--- config.mk ---
export PLATFORM = sky130hd
export DESIGN_NAME = multicycle_control_fsm
export DESIGN_NICKNAME = d
export VERILOG_FILES = /design/src/rtl/multicycle_control_fsm.sv
export SDC_FILE = /design/constraint.sdc
export NUM_CORES = 1
export LEC_CHECK = 0
export CORE_MARGIN = 5
export CORE_UTILIZATION = 40
export CTS_CLUSTER_DIAMETER = 150
export DETAILED_ROUTE_END_ITERATION = 10
export PLACE_DENSITY = 0.76
export SYNTH_ARGS = -nofsm -noshare
export SYNTH_HDL_FRONTEND = slang
export SYNTH_SLANG_ARGS = --single-unit
export TNS_END_PERCENT = 20
--- constraint.sdc ---
create_clock -name clk -period 3.6 [get_ports clk]
set_input_delay 1.08 -clock clk [delete_from_list [all_inputs] [get_ports clk]]
set_output_delay 1.08 -clock clk [all_outputs]
set_load 0.02 [all_outputs]
--- src/rtl/multicycle_control_fsm.sv ---
// Multicycle RV32I control unit: sequences IF/ID/EX/MEM/WB with a bounded
// memory handshake, halt state and retired-instruction counter.
module multicycle_control_fsm #(
    parameter int OPCODE_W    = 7,
    parameter int MEM_TIMEOUT = 16,
    parameter int CNT_W       = 32
) (
    input  logic                clk,
    input  logic                reset,
    input  logic [OPCODE_W-1:0] opcode,
    input  logic                bcond,
    input  logic                halt_cond,
    input  logic                mem_ready,
    output logic                mem_read,
    output logic                mem_write,
    output logic                i_or_d,
    output logic                ir_write,
    output logic                reg_write,
    output logic [1:0]          wb_sel,
    output logic                alu_src_a,
    output logic [1:0]          alu_src_b,
    output logic [1:0]          alu_op,
    output logic                pc_write,
    output logic [1:0]          pc_source,
    output logic                is_ecall,
    output logic                halted,
    output logic                mem_timeout,
    output logic [2:0]          state,
    output logic [CNT_W-1:0]    instr_retired
);

    typedef enum logic [2:0] {
        S_IF   = 3'd0,
        S_ID   = 3'd1,
        S_EX   = 3'd2,
        S_MEM  = 3'd3,
        S_WB   = 3'd4,
        S_HALT = 3'd5
    } state_t;

    localparam logic [OPCODE_W-1:0] OP_R      = OPCODE_W'(7'b0110011);
    localparam logic [OPCODE_W-1:0] OP_I      = OPCODE_W'(7'b0010011);
    localparam logic [OPCODE_W-1:0] OP_LOAD   = OPCODE_W'(7'b0000011);
    localparam logic [OPCODE_W-1:0] OP_STORE  = OPCODE_W'(7'b0100011);
    localparam logic [OPCODE_W-1:0] OP_BRANCH = OPCODE_W'(7'b1100011);
    localparam logic [OPCODE_W-1:0] OP_JAL    = OPCODE_W'(7'b1101111);
    localparam logic [OPCODE_W-1:0] OP_JALR   = OPCODE_W'(7'b1100111);
    localparam logic [OPCODE_W-1:0] OP_SYSTEM = OPCODE_W'(7'b1110011);

    localparam int WAIT_W = (MEM_TIMEOUT > 1) ? $clog2(MEM_TIMEOUT) : 1;
    localparam logic [WAIT_W-1:0] WAIT_LIM = WAIT_W'(MEM_TIMEOUT - 1);
    localparam logic [WAIT_W-1:0] WAIT_MAX = {WAIT_W{1'b1}};

    state_t             state_q, state_d;
    logic [WAIT_W-1:0]  wait_q, wait_d;
    logic               timeout_q, timeout_d;
    logic [CNT_W-1:0]   retired_q, retired_d;
    logic               retire;
    logic               req;
    logic               known_op;

    always_ff @(posedge clk) begin
        if (reset) begin
            state_q   <= S_IF;
            wait_q    <= '0;
            timeout_q <= 1'b0;
            retired_q <= '0;
        end else begin
            state_q   <= state_d;
            wait_q    <= wait_d;
            timeout_q <= timeout_d;
            retired_q <= retired_d;
        end
    end

    always_comb begin
        known_op = (opcode == OP_R)      || (opcode == OP_I)     ||
                   (opcode == OP_LOAD)   || (opcode == OP_STORE) ||
                   (opcode == OP_BRANCH) || (opcode == OP_JAL)   ||
                   (opcode == OP_JALR);
    end

    always_comb begin
        state_d   = state_q;
        wait_d    = '0;
        timeout_d = timeout_q;
        retire    = 1'b0;
        req       = 1'b0;
        mem_read  = 1'b0;
        mem_write = 1'b0;
        i_or_d    = 1'b0;
        ir_write  = 1'b0;
        reg_write = 1'b0;
        wb_sel    = 2'd0;
        alu_src_a = 1'b0;
        alu_src_b = 2'd0;
        alu_op    = 2'd0;
        pc_write  = 1'b0;
        pc_source = 2'd0;
        is_ecall  = 1'b0;
        halted    = 1'b0;

        // While reset is held every control output stays low.
        if (!reset) begin
            unique case (state_q)
                S_IF: begin
                    req      = 1'b1;
                    mem_read = 1'b1;
                    if (mem_ready) begin
                        ir_write = 1'b1;
                        state_d  = S_ID;
                    end
                end
                S_ID: begin
                    alu_src_b = 2'd1;
                    if (opcode == OP_SYSTEM) begin
                        is_ecall = 1'b1;
                        retire   = 1'b1;
                        if (halt_cond) begin
                            state_d = S_HALT;
                        end else begin
                            pc_write  = 1'b1;
                            pc_source = 2'd2;
                            state_d   = S_IF;
                        end
                    end else if (known_op) begin
                        state_d = S_EX;
                    end else begin
                        pc_write  = 1'b1;
                        pc_source = 2'd2;
                        retire    = 1'b1;
                        state_d   = S_IF;
                    end
                end
                S_EX: begin
                    if (opcode == OP_R) begin
                        alu_src_a = 1'b1;
                        alu_op    = 2'd2;
                        state_d   = S_WB;
                    end else if (opcode == OP_I) begin
                        alu_src_a = 1'b1;
                        alu_src_b = 2'd1;
                        alu_op    = 2'd2;
                        state_d   = S_WB;
                    end else if (opcode == OP_LOAD || opcode == OP_STORE) begin
                        alu_src_a = 1'b1;
                        alu_src_b = 2'd1;
                        state_d   = S_MEM;
                    end else if (opcode == OP_BRANCH) begin
                        alu_src_a = 1'b1;
                        alu_op    = 2'd1;
                        pc_write  = 1'b1;
                        pc_source = bcond ? 2'd1 : 2'd2;
                        retire    = 1'b1;
                        state_d   = S_IF;
                    end else if (opcode == OP_JAL) begin
                        reg_write = 1'b1;
                        wb_sel    = 2'd2;
                        pc_write  = 1'b1;
                        pc_source = 2'd1;
                        retire    = 1'b1;
                        state_d   = S_IF;
                    end else if (opcode == OP_JALR) begin
                        alu_src_a = 1'b1;
                        alu_src_b = 2'd1;
                        reg_write = 1'b1;
                        wb_sel    = 2'd2;
                        pc_write  = 1'b1;
                        retire    = 1'b1;
                        state_d   = S_IF;
                    end else begin
                        pc_write  = 1'b1;
                        pc_source = 2'd2;
                        retire    = 1'b1;
                        state_d   = S_IF;
                    end
                end
                S_MEM: begin
                    req       = 1'b1;
                    i_or_d    = 1'b1;
                    mem_read  = (opcode == OP_LOAD);
                    mem_write = (opcode != OP_LOAD);
                    if (mem_ready) begin
                        if (opcode == OP_LOAD) begin
                            state_d = S_WB;
                        end else begin
                            pc_write  = 1'b1;
                            pc_source = 2'd2;
                            retire    = 1'b1;
                            state_d   = S_IF;
                        end
                    end
                end
                S_WB: begin
                    reg_write = 1'b1;
                    wb_sel    = (opcode == OP_LOAD) ? 2'd1 : 2'd0;
                    pc_write  = 1'b1;
                    pc_source = 2'd2;
                    retire    = 1'b1;
                    state_d   = S_IF;
                end
                S_HALT: begin
                    halted = 1'b1;
                end
                default: begin
                    state_d = S_IF;
                end
            endcase

            // A ready response in the limit cycle still completes normally.
            if (req && !mem_ready) begin
                if (MEM_TIMEOUT > 0 && wait_q == WAIT_LIM) begin
                    state_d   = S_HALT;
                    timeout_d = 1'b1;
                end else if (wait_q != WAIT_MAX) begin
                    wait_d = wait_q + 1'b1;
                end else begin
                    wait_d = wait_q;
                end
            end
        end
    end

    always_comb begin
        retired_d = retired_q + CNT_W'(retire);
    end

    assign mem_timeout   = timeout_q & ~reset;
    assign state         = state_q;
    assign instr_retired = retired_q;

endmodule

==> run summary <==
Required time of the critical path - 2.52 ns
Worst min-delay path class - reg2reg
Share of final-layout standard cells stronger than drive strength 1 - 21.7%
Tot Pwr - 0.000806 W
Number of buffers inserted by port buffering - 63
Maximum fanout encountered on the critical timing path - 2
Area share of the leading cell type in the synthesized netlist - 34.4%
Initial core utilization - 41.7%
Leakage power - 1.23 nW
Fraction of the yosys area taken by sequential cells - 34.4%
Fin Hold WS - 0.451 ns
Final Hold Violating Endpoints - 0
Setup slack of the worst register-to-register path - 0.60 ns
Total wire length after detailed routing - 6.51 mm
Clk_lat worst skew - 0.29 ns
Avg Cell Area, Syn - 8.28 sq um
Run status - completed
Total GRT Usage - 17.4%
Transition time at the pin with the least slew margin - 0.562 ns
Kind of start point of the critical path - input port
TritonCTS clock tree - done
Inserted Diodes - 0
Final critical-path share of the clock period - 98.7%
Async set-reset flop share out of synthesis - 0%
Category of the worst setup path capture point - primary output
CP Class - in2out
Horizontal extent of the die - 86.3 um
Main flop type after synthesis - dfxtp_1
Clock sink count - 40
Gr ovfl total - 0
# rows - 27
Routed vias/inst - 5.58
Chip height - 86.3 um
Area contributors post-synth - dfxtp_1, a21oi_1, o31ai_1
Routed length per placed instance - 14.6 um
Top-count cell post-synth - dfxtp_1
Net Count, Synth - 296
Post-CTS Hold Buffers - 0
Routed vias - 2489
Storage cell area - 801 sq um
Pwr/cell area - 244 nW/um^2
Clk slew on worst S/H paths - 0.07 ns
Worst clock skew - 0.00533 ns
Total number of H-tree levels - 2
Number of clock buffers inserted by TritonCTS - 5
Number of global-route vias before repair - 2335
Number of antenna violations at the first check in global routing - 0
Pin count of the biggest net entering global routing - 33
Setup slack after layout - 0.0471 ns
Number of max-cap violations - 0
Number of placed I/O pins - 65
Wire length of the first global-routing pass - 10.9 mm
Buffer type at the clock tree root - clkbuf_8
Setup repair after global routing missed its margin - no
Antenna viol nets, final - 0
Die Outline Area - 7440 sq um
Synth Cell Area - 2330 sq um
Number of flops mapped to enable cells by yosys - 0
Number of violations reported at the end of detailed-routing iteration 0 - 131
Clock period minus worst slack - 3.55 ns
GPL Wtd Cong - 0.859
Data arrival time at the worst-slack endpoint - 2.47 ns
Count of synthesis-stage warnings from yosys - 0
Ranking of synthesized cells by instance count - dfxtp_1, nor2_1, a21oi_1
Standard cell core area - 5570 sq um
Post-detailed-placement cell area - 3230 sq um
Post-route cell area - 3310 sq um
HPWL after detailed placement - 4.88 mm
Post-detailed-route DRC marker count - 0
VDD IR-drop max - 0.254 mV
Total setup violations reported at the end of the flow - 0
Minimum setup slack after placement - -0.635 ns
Multi-input gate area in the final layout - 1460 sq um
Count of state elements after synthesis - 40
Worst max-slew margin expressed relative to the limit - 62.5%
Count of distinct cell types in the synthesized netlist - 59
Cell type with the largest total area after synthesis - dfxtp_1
Net count of the finished layout - 389
Count of mapped cells out of synthesis - 281
Layout Area Growth over Synthesis - 42.1%
DRT Pass-1 Iters - 4
Final core utilization - 59.3%
CTS Buffer Depth - 2
Fill cells - 500
Total count of max-transition violations in the final report - 0
Achievable frequency - 281 MHz
[report_power, final]
group / switching [W] / leakage (nW) / total (W) / internal [W]
clock: 0.000145 / 0.0410 / 0.000277 / 0.000132
sequential: 0.00000424 / 0.323 / 0.000448 / 0.000444
combinational: 0.0000416 / 0.864 / 0.0000804 / 0.0000388
[what timing repair did]
item / 4_1_cts / 5_1_grt
setup endpoints to repair: 28 / 21
cloned: 0 / 1
endpoints found under the hold margin: 0 / 0
resized for setup: 56 / 19
buffers inserted: 0 / 1
pin swaps: 5 / 1
[cell type report]
cell class	count	share of cell area [%]
Clock buffer	6	2.20
Clock inverter	1	0.151
Inverter	6	0.681
Multi-Input combinational cell	221	44.3
Sequential cell	40	24.2
Tap cell	72	2.73
Timing Repair Buffer	100	25.7
[layer usage]
metal	vias to the layer above	global-route usage, %	routed length, um
met5	-	0	0
met4	0	3.97	98
met3	12	3.80	315
met2	65	28.5	3120
met1	1183	23.5	2980
li1	1229	-	-
[worst max-delay path, cell delays in order]
cell           delay, ns
dlygate4sd2_1       0.24
and4b_1             0.22
and2_4              0.16
a2111o_1            0.41
a41oi_2             0.18
buf_4               0.17
[metrics by stage]
| stage | TNS, ns | std cells |
|---|---|---|
| after floorplan | -0.0435 | 281 |
| after CTS | 0 | 444 |
| final | 0 | 446 |
| after global placement | -14.32 | 437 |
| after detailed placement | -14.98 | 437 |
| after global routing | 0 | 446 |
[registers in the layout, summed over array words and instances (netlist names)]
name / flops
instr_retired: 32
state: 3
wait_q: 4
timeout_q: 1
[cell usage in the layout (no fill, tap or decap), drive strengths merged, types with 7 or more instances in the layout]
| cell type | count |
|---|---|
| o21ai | 7 |
| and4 | 7 |
| buf | 43 |
| clkbuf | 10 |
| dfxtp | 40 |
| nor3 | 7 |
| xor2 | 11 |
| nor2 | 25 |
| nor2b | 9 |
| or4 | 11 |
| dlygate4sd2 | 12 |
| a21oi | 22 |
| nand3 | 17 |
| nand2 | 19 |
| o31ai | 13 |
| clkdlybuf4s50 | 39 |
| nand4 | 13 |
[cells by family after synthesis]
family          synth area share [%]
compound gates                  17.3
xor+xnor                        5.65
fa+ha+maj                       1.61
buf+inv                         5.11
flops                           34.4
mux                            0.484
other cells                    0.161
simple gates                    35.2
[final timing paths]
| check | startpoint | endpoint | cells past startpoint |
|---|---|---|---|
| worst min register to register | wait_q[0]$_SDFFE_PP0N_ | wait_q[0]$_SDFFE_PP0N_ | 1 |
| worst max-delay path | opcode[0] | pc_source[1] | 6 |
| worst min-delay path | wait_q[0]$_SDFFE_PP0N_ | wait_q[0]$_SDFFE_PP0N_ | 1 |
| worst max register to register | state[0]$_SDFF_PP0_ | instr_retired[20]$_SDFF_PP0_ | 10 |
Power figures use the tool's default switching activity.
